**src/rtl/pipe_skid_reg.sv**
```systemverilog
// Two-entry skid-buffered pipeline register with a fully registered in_ready.
// Optional synchronous flush port enabled by defining PIPE_SKID_FLUSH_EN.
module pipe_skid_reg #(
  parameter int                    DATA_WIDTH  = 32,
  parameter logic [DATA_WIDTH-1:0] RESET_VALUE = '0
) (
  input  logic                  clk,
  input  logic                  rst,
`ifdef PIPE_SKID_FLUSH_EN
  input  logic                  flush,
`endif
  input  logic                  in_valid,
  output logic                  in_ready,
  input  logic [DATA_WIDTH-1:0] in_data,
  output logic                  out_valid,
  input  logic                  out_ready,
  output logic [DATA_WIDTH-1:0] out_data,
  output logic [1:0]            count
);

  typedef enum logic [1:0] {
    EMPTY = 2'd0,
    ONE   = 2'd1,
    TWO   = 2'd2
  } state_t;

  state_t                state_q, state_d;
  logic [DATA_WIDTH-1:0] main_q, main_d;
  logic [DATA_WIDTH-1:0] skid_q, skid_d;
  logic                  in_ready_q, in_ready_d;
  logic                  out_valid_q, out_valid_d;
  logic                  in_fire;
  logic                  out_fire;

  assign in_fire   = in_valid & in_ready_q;
  assign out_fire  = out_valid_q & out_ready;
  assign in_ready  = in_ready_q;
  assign out_valid = out_valid_q;
  assign out_data  = main_q;
  assign count     = state_q;

  always_comb begin
    state_d = state_q;
    main_d  = main_q;
    skid_d  = skid_q;
    case (state_q)
      EMPTY: begin
        if (in_fire) begin
          main_d  = in_data;
          state_d = ONE;
        end
      end
      ONE: begin
        if (in_fire && out_fire) begin
          main_d = in_data;
        end else if (in_fire) begin
          skid_d  = in_data;
          state_d = TWO;
        end else if (out_fire) begin
          state_d = EMPTY;
        end
      end
      TWO: begin
        if (out_fire) begin
          main_d  = skid_q;
          state_d = ONE;
        end
      end
      default: state_d = EMPTY;
    endcase
`ifdef PIPE_SKID_FLUSH_EN
    // A redirect discards everything held, including the word offered this cycle.
    if (flush) begin
      state_d = EMPTY;
      main_d  = RESET_VALUE;
    end
`endif
    // Handshake flags are registered from the next state so no comb path reaches upstream.
    in_ready_d  = (state_d != TWO);
    out_valid_d = (state_d != EMPTY);
  end

  always_ff @(posedge clk) begin
    if (rst) begin
      state_q     <= EMPTY;
      main_q      <= RESET_VALUE;
      in_ready_q  <= 1'b1;
      out_valid_q <= 1'b0;
    end else begin
      state_q     <= state_d;
      main_q      <= main_d;
      in_ready_q  <= in_ready_d;
      out_valid_q <= out_valid_d;
    end
  end

  always_ff @(posedge clk) begin
    skid_q <= skid_d;
  end

endmodule

```
**config.mk**
```make
export PLATFORM = sky130hd
export DESIGN_NAME = pipe_skid_reg
export DESIGN_NICKNAME = d
export VERILOG_FILES = /design/src/rtl/pipe_skid_reg.sv
export SDC_FILE = /design/constraint.sdc
export NUM_CORES = 1
export LEC_CHECK = 0
export CORE_MARGIN = 4
export CORE_UTILIZATION = 40
export DETAILED_ROUTE_END_ITERATION = 8
export PLACE_DENSITY = 0.79
export SLEW_MARGIN = 0
export SYNTH_ARGS = -nofsm -noshare
export SYNTH_HDL_FRONTEND = slang
export SYNTH_SLANG_ARGS = --single-unit
```
**constraint.sdc**
```tcl
create_clock -name clk -period 3.6 [get_ports clk]
set_input_delay 0.36 -clock clk [delete_from_list [all_inputs] [get_ports clk]]
set_output_delay 0.36 -clock clk [all_outputs]
set_load 0.005 [all_outputs]
```
Yosys cells after proc, flatten, opt, wreduce, memory -nomap -nowiden
Index checks and enable logic that the tools add are counted.

Add/sub/neg operators: 0. $mul: 0. Div/mod/pow operators: 0. Magnitude comparators: 0. Equality and inequality tests: 6. Shifts and indexed selects: 0. Multiplexer cells: 10. Bitwise operators: 3. Reduce and logical (&&, ||, !) cells: 6.

Operator list (count): two-way mux 32 bit (3); case mux 32 bit (3 select lines) (1); two-way mux 2 bit (5); != test 2 bit (second input constant) (4); case mux 2 bit (3 select lines) (1); AND reduction 4 bit (1); AND reduction 3 bit (1); nonzero test 3 bit (1); bitwise AND 1 bit (2); == test 2 x 1 -> 1 bit (second input constant) (1); == test 2 bit (second input constant) (1); logical NOT 2 bit (1); nonzero test 2 bit (1); logical AND 1 bit (1); inverter 1 bit (1).

Register bits after elaboration: 68. Latch bits: 0. Memory bits (writable): 0. ROM bits: 0. Input bits: 36. Output and inout port bits: 36. Word-level logic and storage cells: 30. Memories kept: 0.

Depth between registers and ports, before layout
Gate-level depths: netlist of run 1.

Depth after elaboration: 6. Depth in mapped cells: 5. Depth with buffers taken out: 3.

Worst setup path after synthesis of run 1
OpenSTA, ideal clock, no wires.

Kind: register to register. From: register state_q[0] (netlist: count[0]). To: register skid_q[0], enable pin. Library setup time: 0.461 ns. Arrival: 3.190 ns. Data required time: 3.139 ns. Setup slack: -0.051 ns. Cell stages (with the launch flop): 5. Buffers on the path: 2. Clock period less this slack: 3.651 ns. Cell sequence: dfxtp_1 -> a21bo_1 -> buf_2 -> buf_2 -> nor3_1.

Cells in the longest elaborated chain, start to end: 2.

Ends and longest elaborated chain: start, declared (RTL line 27) `state_t state_q, state_d;`; start signal, assigned (RTL line 90) `state_q <= state_d;`; == test 2 x 1 -> 1 bit (RTL line 46) `case (state_q)`; AND reduction 3 bit (no line); end signal, assigned (RTL line 98) `skid_q <= skid_d;`; end, declared (RTL line 29) `logic [DATA_WIDTH-1:0] skid_q, skid_d;`.

Every way passes these cells. A chain may end at the register's enable or synchronous reset.

Worst setup path in the final report of run 1
From: register state_q[1] (netlist: count[1]). To: register main_q[14] (netlist: out_data[14]).

Cells in the longest elaborated chain, start to end: 3. Elaborated cells on any way between the ends: 9. Those cells by class: eq/ne (5); mux (1); reduce/logical (3).

Ends and longest elaborated chain: == test 2 x 1 -> 1 bit, or another cell as far along (RTL line 46); != test 2 bit (no line) / nonzero test 3 bit (equally long branches); AND reduction 4 bit (no line); end signal, assigned (RTL line 91) `main_q <= main_d;`; end, declared (RTL line 28) `logic [DATA_WIDTH-1:0] main_q, main_d;`.

Several ways; a longest one is shown, not always the timed one.

==> metrics.log, run 1 <==
[metrics] outcome: finished, final reports clean
[metrics] Antenna diodes: 0
[metrics] CTS Buffer Depth: 2
[metrics] leakage power figure: 0.00124 µW
[metrics] worst hold path cell count: 1
[metrics] first-pass iteration count of the detailed router: 4
[metrics] total power: 2110 µW
[metrics] wire length per cell after detailed routing: 17.1 µm
[metrics] Die X-Extent: around 93 µm
[metrics] Top Family by Delay on Critical Path: simple AND/OR/NAND/NOR gates
[metrics] Resize count post-CTS: 0
[metrics] post-route design area: 0.00391 mm²
[metrics] quantity of hold-fixing buffers added after cts: 0
[metrics] core area: 0.00691 mm²
[metrics] pre-CTS setup slack: approximately 1200 ps
[metrics] number of DRC violations after detailed-routing iteration 0: 103
[metrics] CTS Sinks: 68
[metrics] H-tree depth reported by CTS: 3
[metrics] endpoint kind of the worst setup timing path: flip-flop
[metrics] Post-route DRC: 0
[metrics] fraction of final layout cells sized beyond drive strength 1: 20.0%
[metrics] total length of routed wires: 6340 µm
[metrics] origin of the critical flop-to-flop path: count[1]
[metrics] worst-case setup margin in the final layout: 1520 ps
[metrics] HPWL after detailed placement: around 4400 µm
[metrics] post-synthesis cell type count: 25
[metrics] synthesized instance count: 205
[metrics] clock tree from TritonCTS: built
[metrics] antenna violations before repair: 0
[metrics] area of the die: 0.00869 mm²
[metrics] Slew @ Worst Pin: 949 ps
[metrics] CTS Root Cell: clkbuf_8
[metrics] cell accounting for the most synthesized area: edfxtp_1
[metrics] required time of the worst setup path: approximately 3800 ps
[metrics] number of vias per cell: about 5.3
[metrics] setup_tns: 0 ps
[metrics] number of buffers inserted by port buffering: 71
[metrics] Setup crit start kind: flip-flop
[metrics] type of the most critical hold path: flip-flop to flip-flop
[metrics] floorplan die height: 93.2 µm
[metrics] number of buffers created by CTS: 9
[metrics] count of yosys warnings during synthesis: 0
[metrics] cell depth of the worst flop-to-flop path: 4
[metrics] startpoint-to-endpoint class of the critical path: flip-flop to flip-flop
[metrics] worst slew margin relative to its limit: between 30% and 40%
[metrics] worst stage delay on the critical path: 600 ps
[metrics] destination of the worst register-to-register timing path: out_data[14]
[metrics] pin count of the biggest net entering global routing: 37
[metrics] Total Nets Final: 306
[metrics] number of nets produced by synthesis: 241
[metrics] Max Fanout on Critical Path: 17
[metrics] origin of the worst min-delay path: out_valid
[metrics] total global-route track usage: 15.2%
[metrics] Congestion Overflow GR: 0
[metrics] post-CTS setup buffer count: 0
[metrics] number of fill cells in the layout: 588
[metrics] via count: 1948
[metrics] hold violation count in the final report: 0
[metrics] crit path time final: 2080 ps
[metrics] setup repair after global routing missed its margin: no
[metrics] clock skew after layout: 10.4 ps
[metrics] initial core utilization: 42.0%
[metrics] PD cells: 540 mW/mm²
[metrics] largest voltage drop on the vdd net: 0.333 mV
[metrics] final slew viol count: 0
[metrics] crit share post-route: 57.7%
[metrics] destination of the worst hold path: count[1]
[metrics] wire length of the first global-routing pass: between 10000 and 15000 µm
[metrics] Buf/Inv on CP: 1
[metrics] f_max: 0.482 GHz
[metrics] I/O pin count: 72
[metrics] proportion of netlist area held by the largest area contributor: between 30 and 40%
[metrics] post-CTS clock slew at the launch and capture registers of the worst setup and hold paths: 70 ps
[metrics] part of the Yosys area used for sequential elements: 57.9%
[metrics] Post-Syn Area: roughly 0.0029 mm²
[metrics] r2r setup slk: ~1500 ps
[metrics] DP Area: 0.00365 mm²
[metrics] Slowest-stage cell, CP: nor2b_4
[metrics] number of routed nets with antenna violations: 0
[metrics] via count of the first global-routing pass: 2050
[metrics] flip-flop and latch count after synthesis: 68
[metrics] Std-Cell Rows: 30
[metrics] maxcap violations: 0
[metrics] last weighted congestion value of the routability-driven placer: 0.757
[metrics] Finish-stage setup viols: 0
[metrics] endpoint arrival time on the critical path: 2250 ps
[metrics] Clk Latency, worst-skew pair: 340 ps
[metrics] top post-synthesis cells by area: edfxtp_1 33%, dfxtp_1 25%, a211oi_2 13%
[metrics] growth of design area from synthesis to finish: 34.5%
[metrics] cells along the critical path: nor2b_4 -> buf_4 -> mux2i_1 -> a211oi_2
[metrics] average instance area after synthesis: about 14 µm²
## stage by stage
stage,utilization [%],std cells,hold WS (ps)
2_1_floorplan,-,205,459
3_3_place_gp,52.9,355,574
3_5_place_dp,52.9,355,578
4_1_cts,56.5,371,588
5_1_grt,56.5,371,603
6_report,56.5,371,598
## synth_stat cells
cell,n
a211oi_1,34
a211oi_2,30
a21bo_1,1
a21o_1,1
a21o_4,1
a21oi_1,1
a221o_1,1
a221oi_1,1
and3b_1,1
and4b_1,2
buf_2,12
buf_4,3
buf_6,3
clkbuf_1,4
clkbuf_4,1
dfxtp_1,36
edfxtp_1,32
mux2i_1,32
nand2_1,3
nand2b_1,1
nand3b_1,1
nand4_1,1
nor2b_1,1
nor3_1,1
o21ai_0,1
## kinds of logic (layout without fill, tap and decap cells)
logic type	count (synthesis)	in the layout	share of synthesized area (%)
AOI/OAI and AO/OA	71	71	23.8
DFF	68	68	57.9
muxes	32	32	11.0
buffers and inverters	23	93	4.78
and+or+nand+nor	11	11	2.46
## worst max path at each step
stage              start      endpoint  depth (start not counted)
2_1_floorplan   count[0]     skid_q[0]                          4
3_3_place_gp   out_ready    skid_q[12]                          5
3_5_place_dp   out_ready    skid_q[15]                          5
4_1_cts         count[1]  out_data[14]                          4
5_1_grt         count[1]  out_data[14]                          4
6_report        count[1]  out_data[14]                          4
## routing by layer
| metal | up-vias | GRT usage (%) | routed length, µm |
|---|---|---|---|
| li1 | 949 | - | - |
| met1 | 925 | 20.2 | 2860 |
| met2 | 65 | 24.0 | 3050 |
| met3 | 9 | 3.22 | 347 |
| met4 | 0 | 6.72 | 81 |
| met5 | - | 0 | 0 |
## layout by cell type, fill, tap and decap left out, drive strengths merged, types with 2 or more instances in the layout
master / count
clkbuf: 12
buf: 7
bufinv: 3
a211oi: 64
and4b: 2
mux2i: 32
edfxtp: 32
a21o: 2
clkdlybuf4s50: 70
dfxtp: 36
nand2: 3
## cell type report
cell class | count | area [µm²] | share of cell area, %
flip-flops and latches | 68 | 1680 | 43.1
clock inverters | 4 | 95.1 | 2.44
clock buffers | 12 | 155 | 3.97
well taps | 96 | 120 | 3.08
multi-input cells | 114 | 1100 | 28.2
repair buffers | 77 | 751 | 19.2
## power breakdown
part	total, µW	switching, µW	internal [µW]
sequential	932	46.0	886
combinational	404	184	220
clock	771	273	497
total	2110	504	1600
## sequential cells by signal, summed over array words and instances (netlist names)
register and cells:
count 2, out_data 32, out_valid 1, skid_q 32
in_ready 1
Note: power is estimated with default switching activity, not from simulation.
==> inputs of run 2 (changes only) <==
==> constraint.sdc (replaced) <==
create_clock -name clk -period 1.65 [get_ports clk]
set_input_delay 0.165 -clock clk [delete_from_list [all_inputs] [get_ports clk]]
set_output_delay 0.165 -clock clk [all_outputs]
set_load 0.005 [all_outputs]
==> metrics.log, run 2 (synthesis gave the netlist of run 1 again) <==
[metrics] CTS Buffer Depth: 2
[metrics] I/O pin count: 72
[metrics] required time of the worst setup path: around 1500 ps
[metrics] total power: between 4000 and 5000 µW
[metrics] worst setup path endpoint: count[1]
[metrics] endpoint arrival time on the critical path: 1290 ps
[metrics] wire length per cell after detailed routing: 17.4 µm
[metrics] clock skew after layout: 11.1 ps
[metrics] CTS Sinks: 68
[metrics] Clk Latency, worst-skew pair: 340 ps
[metrics] hold violation count in the final report: 0
[metrics] setup repair after global routing missed its margin: no
[metrics] type of the most critical hold path: input pin to flip-flop
[metrics] antenna violations before repair: 0
[metrics] HPWL after detailed placement: 4410 µm
[metrics] leakage power figure: between 0.001 and 0.0015 µW
[metrics] cells along the critical path: clkdlybuf4s50_1
[metrics] maxcap violations: 0
[metrics] Die X-Extent: 93.2 µm
[metrics] final slew viol count: 0
[metrics] core area: 0.00691 mm²
[metrics] Buf/Inv on CP: 1
[metrics] f_max: about 0.7 GHz
[metrics] endpoint kind of the worst setup timing path: output port
[metrics] area of the die: around 0.0087 mm²
[metrics] Post-route DRC: 0
[metrics] worst hold path cell count: 2
[metrics] number of routed nets with antenna violations: 0
[metrics] clock tree from TritonCTS: built
[metrics] number of vias per cell: 5.26
[metrics] initial core utilization: 42.0%
[metrics] post-CTS clock slew at the launch and capture registers of the worst setup and hold paths: 70 ps
[metrics] PD cells: 1060 mW/mm²
[metrics] worst stage delay on the critical path: 540 ps
[metrics] critical path depth: 1
[metrics] outcome: finished, final reports clean
[metrics] Slowest-stage cell, CP: clkdlybuf4s50_1
[metrics] crit path time final: ~1500 ps
[metrics] Top Family by Delay on Critical Path: buffers and inverters
[metrics] Slew @ Worst Pin: slightly below 500 ps
[metrics] most frequent standard cell in the layout excluding fill and tap cells: clkdlybuf4s50_1
[metrics] first-pass iteration count of the detailed router: 4
[metrics] total length of routed wires: 6610 µm
[metrics] source of the critical timing path: count[1]
[metrics] worst slew margin relative to its limit: between 60% and 70%
[metrics] Setup crit start kind: flip-flop
[metrics] via count of the first global-routing pass: approximately 2100
[metrics] most frequent cells in the layout: 70 x clkdlybuf4s50_1, 34 x a211oi_1, 34 x dfxtp_1, 32 x mux2i_1, 32 x edfxtp_1
[metrics] Antenna diodes: 0
[metrics] Std-Cell Rows: 30
[metrics] fraction of final layout cells sized beyond drive strength 1: 22.3%
[metrics] growth of design area from synthesis to finish: 37.1%
[metrics] setup_tns: 0 ps
[metrics] largest voltage drop on the vdd net: 0.515 mV
[metrics] wire length of the first global-routing pass: around 11000 µm
[metrics] origin of the critical flop-to-flop path: count[1]
[metrics] last weighted congestion value of the routability-driven placer: 0.747
[metrics] post-CTS setup buffer count: 0
[metrics] CTS Root Cell: clkbuf_8
[metrics] number of fill cells in the layout: 588
[metrics] Max Fanout on Critical Path: 9
[metrics] number of buffers inserted by port buffering: 71
[metrics] crit share post-route: 88.4%
[metrics] Total Nets Final: roughly 310
[metrics] destination of the worst register-to-register timing path: out_data[11]
[metrics] combined flip-flop and latch cell area: 0.00169 mm²
[metrics] via count: 1995
[metrics] Finish-stage setup viols: 0
[metrics] H-tree depth reported by CTS: 3
[metrics] floorplan die height: 93.2 µm
[metrics] Congestion Overflow GR: 0
[metrics] area taken by multi-input logic gates: 0.00110 mm²
[metrics] cell depth of the worst flop-to-flop path: 4
[metrics] number of DRC violations after detailed-routing iteration 0: 48
[metrics] total global-route track usage: 15.9%
[metrics] pin count of the biggest net entering global routing: 33
[metrics] r2r setup slk: 200 ps
[metrics] startpoint-to-endpoint class of the critical path: flip-flop to output port
[metrics] number of buffers created by CTS: 9
## run 2: cell count changes in the layout (fill, tap and decap cells not counted), sizes merged
cell	delta
clkbuf	+2
clkinvlp	+1
bufinv	-3
buf	+8
## run 2: area by class of cell
class / count / area share (%)
Tap cell: 96 / 3.02
Multi-Input combinational cell: 114 / 27.7
Sequential cell: 68 / 42.4
Clock buffer: 14 / 4.08
Clock inverter: 2 / 0.314
Timing Repair Buffer: 85 / 22.6
## run 2: power breakdown
part / total (µW) / switching (µW) / internal (µW) / leakage [µW]
Sequential: 2030 / 93.2 / 1930 / 0.000592
Combinational: 971 / 426 / 545 / 0.000592
Clock: 1220 / 593 / 628 / 0.0000867
Total: 4220 / 1110 / 3110 / 0.00127
## run 2: layer usage
metal	share of wire, %	up-vias	GRT usage (%)
li1	-	974	-
met1	47	961	21.0
met2	47	51	25.1
met3	4.5	9	3.06
met4	1.8	0	7.69
met5	0	-	0
## run 2: timing repair
action	CTS	global route
endpoints found under the setup margin	0	1
hold buffers	0	0
resized for setup	0	1
## run 2: worst min-delay path by stage
stage / start / to / slack, ps
floorplan: in_data[0] / skid_q[0] / 260
global placement: out_valid / count[1] / 560
detailed placement: out_valid / count[1] / 570
CTS: rst / out_valid / 300
global route: rst / out_data[27] / 320
finish: rst / out_valid / 310
## run 2: stage by stage
| step | std cells | hold WS (ps) | utilization (%) | cell area, µm² | setup WS, ps |
|---|---|---|---|---|---|
| floorplan | 205 | 264 | - | 2930 | -358 |
| finish | 379 | 306 | 57.7 | 3980 | 191 |
| global route | 379 | 321 | 57.7 | 3980 | 88.5 |
| global placement | 363 | 560 | 55.1 | 3810 | 8.75 |
| detailed placement | 363 | 575 | 55.1 | 3810 | -37.6 |
| CTS | 379 | 297 | 57.6 | 3980 | 51.2 |
==> inputs of run 3 (changes only) <==
--- a/config.mk
+++ b/config.mk
@@ -5,6 +5,7 @@
 export SDC_FILE = /design/constraint.sdc
 export NUM_CORES = 1
 export LEC_CHECK = 0
+export ABC_AREA = 1
 export CORE_MARGIN = 4
 export CORE_UTILIZATION = 40
 export DETAILED_ROUTE_END_ITERATION = 8
==> constraint.sdc (replaced) <==
create_clock -name clk -period 1.65 [get_ports clk]
set_input_delay 0.495 -clock clk [delete_from_list [all_inputs] [get_ports clk]]
set_output_delay 0.495 -clock clk [all_outputs]
set_load 0.005 [all_outputs]
==> metrics.log, run 3 <==
[metrics] outcome: finished, final reports clean
[metrics] total global-route track usage: 15.2%
[metrics] top post-synthesis cells by area: edfxtp_1 33%, dfxtp_1 25%, nand2_1 17%
[metrics] number of routed nets with antenna violations: 0
[metrics] Die X-Extent: 92.8 µm
[metrics] Post-Syn Area: around 0.0029 mm²
[metrics] most frequently used cell type in the post-synthesis netlist: nand2_1
[metrics] hold violation count in the final report: 0
[metrics] area of the die: 0.00862 mm²
[metrics] I/O pin count: 72
[metrics] via count: 2405
[metrics] leakage power figure: 0.00193 µW
[metrics] number of buffers created by CTS: 9
[metrics] pre-CTS setup slack: -199 ps
[metrics] combined flip-flop and latch cell area: 0.00169 mm²
[metrics] total length of routed wires: around 6200 µm
[metrics] final slew viol count: 0
[metrics] number of fill cells in the layout: between 600 and 700
[metrics] number of vias per cell: between 4 and 5
[metrics] endpoint arrival time on the critical path: between 1500 and 2000 ps
[metrics] leading cell types by count after synthesis: 134 x nand2_1, 65 x nor2_1, 38 x inv_1
[metrics] Std-Cell Rows: 30
[metrics] internal portion of total power: 3110 µW
[metrics] part of the Yosys area used for sequential elements: between 50% and 60%
[metrics] fraction of power spent switching nets: 29.0%
[metrics] antenna violations before repair: 0
[metrics] most frequent standard cell in the layout excluding fill and tap cells: nand2_1
[metrics] maxcap violations: 0
[metrics] area taken by multi-input logic gates: 962 µm²
[metrics] total power: 4380 µW
[metrics] worst slew margin relative to its limit: 83.6%
[metrics] core area: 0.00691 mm²
[metrics] count of yosys warnings during synthesis: 0
[metrics] clock tree from TritonCTS: built
[metrics] number of nets produced by synthesis: approximately 400
[metrics] PD cells: 1110 mW/mm²
[metrics] part of the total power dissipated in combinational logic: 24.6%
[metrics] pin count of the biggest net entering global routing: 35
[metrics] H-tree depth reported by CTS: 3
[metrics] first-pass iteration count of the detailed router: 5
[metrics] Slowest-stage cell, CP: clkdlybuf4s50_1
[metrics] via count of the first global-routing pass: 2294
[metrics] flip-flop and latch count after synthesis: between 60 and 70
[metrics] wire length per cell after detailed routing: 11.3 µm
[metrics] Total Nets Final: 481
[metrics] destination of the worst register-to-register timing path: out_data[30]
[metrics] origin of the worst min-delay path: out_data[18]
[metrics] cell depth of the worst flop-to-flop path: 7
[metrics] post-synthesis cell type count: 15
[metrics] crit path time final: 1500 ps
[metrics] Post-route DRC: 0
[metrics] proportion of netlist area held by the largest area contributor: ~33%
[metrics] cell accounting for the most synthesized area: edfxtp_1
[metrics] floorplan die height: 92.8 µm
[metrics] endpoint kind of the worst setup timing path: flip-flop
[metrics] Congestion Overflow GR: 0
[metrics] type of the most critical hold path: flip-flop to flip-flop
[metrics] average instance area after synthesis: 7.86 µm²
[metrics] Non-Filler Instances: about 550
[metrics] CTS Sinks: 68
[metrics] startpoint-to-endpoint class of the critical path: input pin to flip-flop
[metrics] growth of design area from synthesis to finish: 36.8%
[metrics] number of enable flip-flop cells after synthesis: 32
[metrics] number of DRC violations after detailed-routing iteration 0: 80
[metrics] largest voltage drop on the vdd net: 0.571 mV
[metrics] r2r setup slk: 230 ps
[metrics] HPWL after detailed placement: 4270 µm
[metrics] cell count after placement: between 500 and 600
[metrics] post-CTS clock slew at the launch and capture registers of the worst setup and hold paths: about 70 ps
[metrics] Clk Latency, worst-skew pair: 340 ps
[metrics] initial core utilization: 41.7%
[metrics] worst-case setup margin in the final layout: 154 ps
[metrics] setup repair after global routing missed its margin: no
[metrics] Max Fanout on Critical Path: 34
[metrics] clock skew after layout: 5.88 ps
[metrics] sequential share of power: a little under half
[metrics] most frequent cell on the critical path: nor2_1
[metrics] Top Family by Delay on Critical Path: buffers and inverters
[metrics] Setup crit start kind: input pin
[metrics] Buf/Inv on CP: 2
[metrics] most frequent cells in the layout: 134 x nand2_1, 65 x nor2_1, 37 x inv_1, 36 x dlygate4sd2_1
[metrics] share of async-settable or async-resettable flops after synthesis: 0%
[metrics] quantity of hold-fixing buffers added after cts: 0
[metrics] Finish-stage setup viols: 0
[metrics] flip-flop cell with the highest count after synthesis: dfxtp_1
[metrics] part of the power in the clock network: 28.0%
[metrics] CTS Buffer Depth: 2
[metrics] destination of the worst hold path: out_data[18]
[metrics] Slew @ Worst Pin: 247 ps
[metrics] cells along the critical path: clkdlybuf4s50_1 -> nand2_1 -> o21ai_1 -> nand3_2 -> buf_12 -> nor2_1 -> nor2_1
[metrics] crit share post-route: 90.7%
[metrics] f_max: 0.669 GHz
[metrics] fraction of final layout cells sized beyond drive strength 1: under 10%
[metrics] CTS Root Cell: clkbuf_8
[metrics] worst stage delay on the critical path: 490 ps
[metrics] wire length of the first global-routing pass: 10300 µm
[metrics] number of buffers inserted by port buffering: slightly above 70
[metrics] origin of the critical flop-to-flop path: count[1]
[metrics] worst hold path cell count: 4
[metrics] Antenna diodes: 0
[metrics] net switching power figure: about 1300 µW
[metrics] required time of the worst setup path: 1880 ps
[metrics] last weighted congestion value of the routability-driven placer: 0.766
[metrics] synthesized instance count: 366
[run 3: changes by cell type in the layout (fill, tap and decap cells not counted), sizes merged, moves of 32 or more]
cell           before  now
nand3               0   36
nand2               3  134
mux2i              32    0
clkdlybuf4s50      70   35
nor2                0   65
dlygate4sd2         0   36
inv                 0   38
a211oi             64    0
[run 3: routing by layer]
layer | track usage, % | up-vias | part of all wire, %
met5 | 0 | - | 0
met4 | 6.35 | 0 | 1.5
met3 | 5.28 | 7 | 6.0
met2 | 25.3 | 64 | 48
met1 | 17.8 | 1055 | 44
li1 | - | 1279 | -
[run 3: worst max-delay path by stage]
| stage | slack [ps] | cells past startpoint | to | from |
|---|---|---|---|---|
| global placement | -160 | 6 | skid_q[18] | in_valid |
| finish | 150 | 7 | out_data[30] | out_ready |
| detailed placement | -200 | 7 | out_data[16] | out_ready |
| CTS | 180 | 7 | out_data[11] | out_ready |
| global route | 90 | 8 | out_data[14] | out_ready |
| floorplan | -40 | 6 | out_valid | in_valid |
[run 3: logic make-up (layout without fill, tap and decap cells)]
kind of cell           Yosys count  after routing  share of synthesized area, %
flip-flops                      68             68                          58.4
AND/OR/NAND/NOR                235            235                          32.4
AO/OA/AOI/OAI                    5              5                          1.04
buffers and inverters           58            142                          8.13
[run 3: stage by stage]
step | hold WS [ps] | util (%) | area [µm²] | setup TNS (ps)
4_1_cts | 508 | 57.0 | 3940 | 0
3_3_place_gp | 498 | 54.8 | 3790 | -10220
2_1_floorplan | 505 | - | 2880 | -70.5
3_5_place_dp | 497 | 54.8 | 3790 | -11520
5_1_grt | 544 | 57.0 | 3940 | 0
6_report | 506 | 57.0 | 3940 | 0
[run 3: timing repair]
item	CTS	global route
gates resized for setup	41	0
buffers inserted	1	0
endpoints found under the setup margin	36	0
[run 3: worst min-delay path, stage by stage (launching register included)]
cell	delay (ps)
dfxtp_1	310
inv_1	40
nand2_1	40
nand2_1	50
nor2_1	30
[run 3: area by class of cell]
cell class | instances | share of cell area [%]
tap | 96 | 3.05
clock inverter | 4 | 0.604
clock buffer | 12 | 3.94
inverter | 39 | 3.81
sequential | 68 | 42.9
timing repair buffer | 87 | 21.2
multi-input combinational | 240 | 24.4
[run 3: power groups by stage]
stage	sequential, µW	combinational, µW	clock (µW)
5_1_grt	2110	1230	1350
4_1_cts	2080	1090	1260
3_3_place_gp	2120	1160	0
3_5_place_dp	2120	1180	0
6_report	2080	1080	1230
2_1_floorplan	2130	574	0
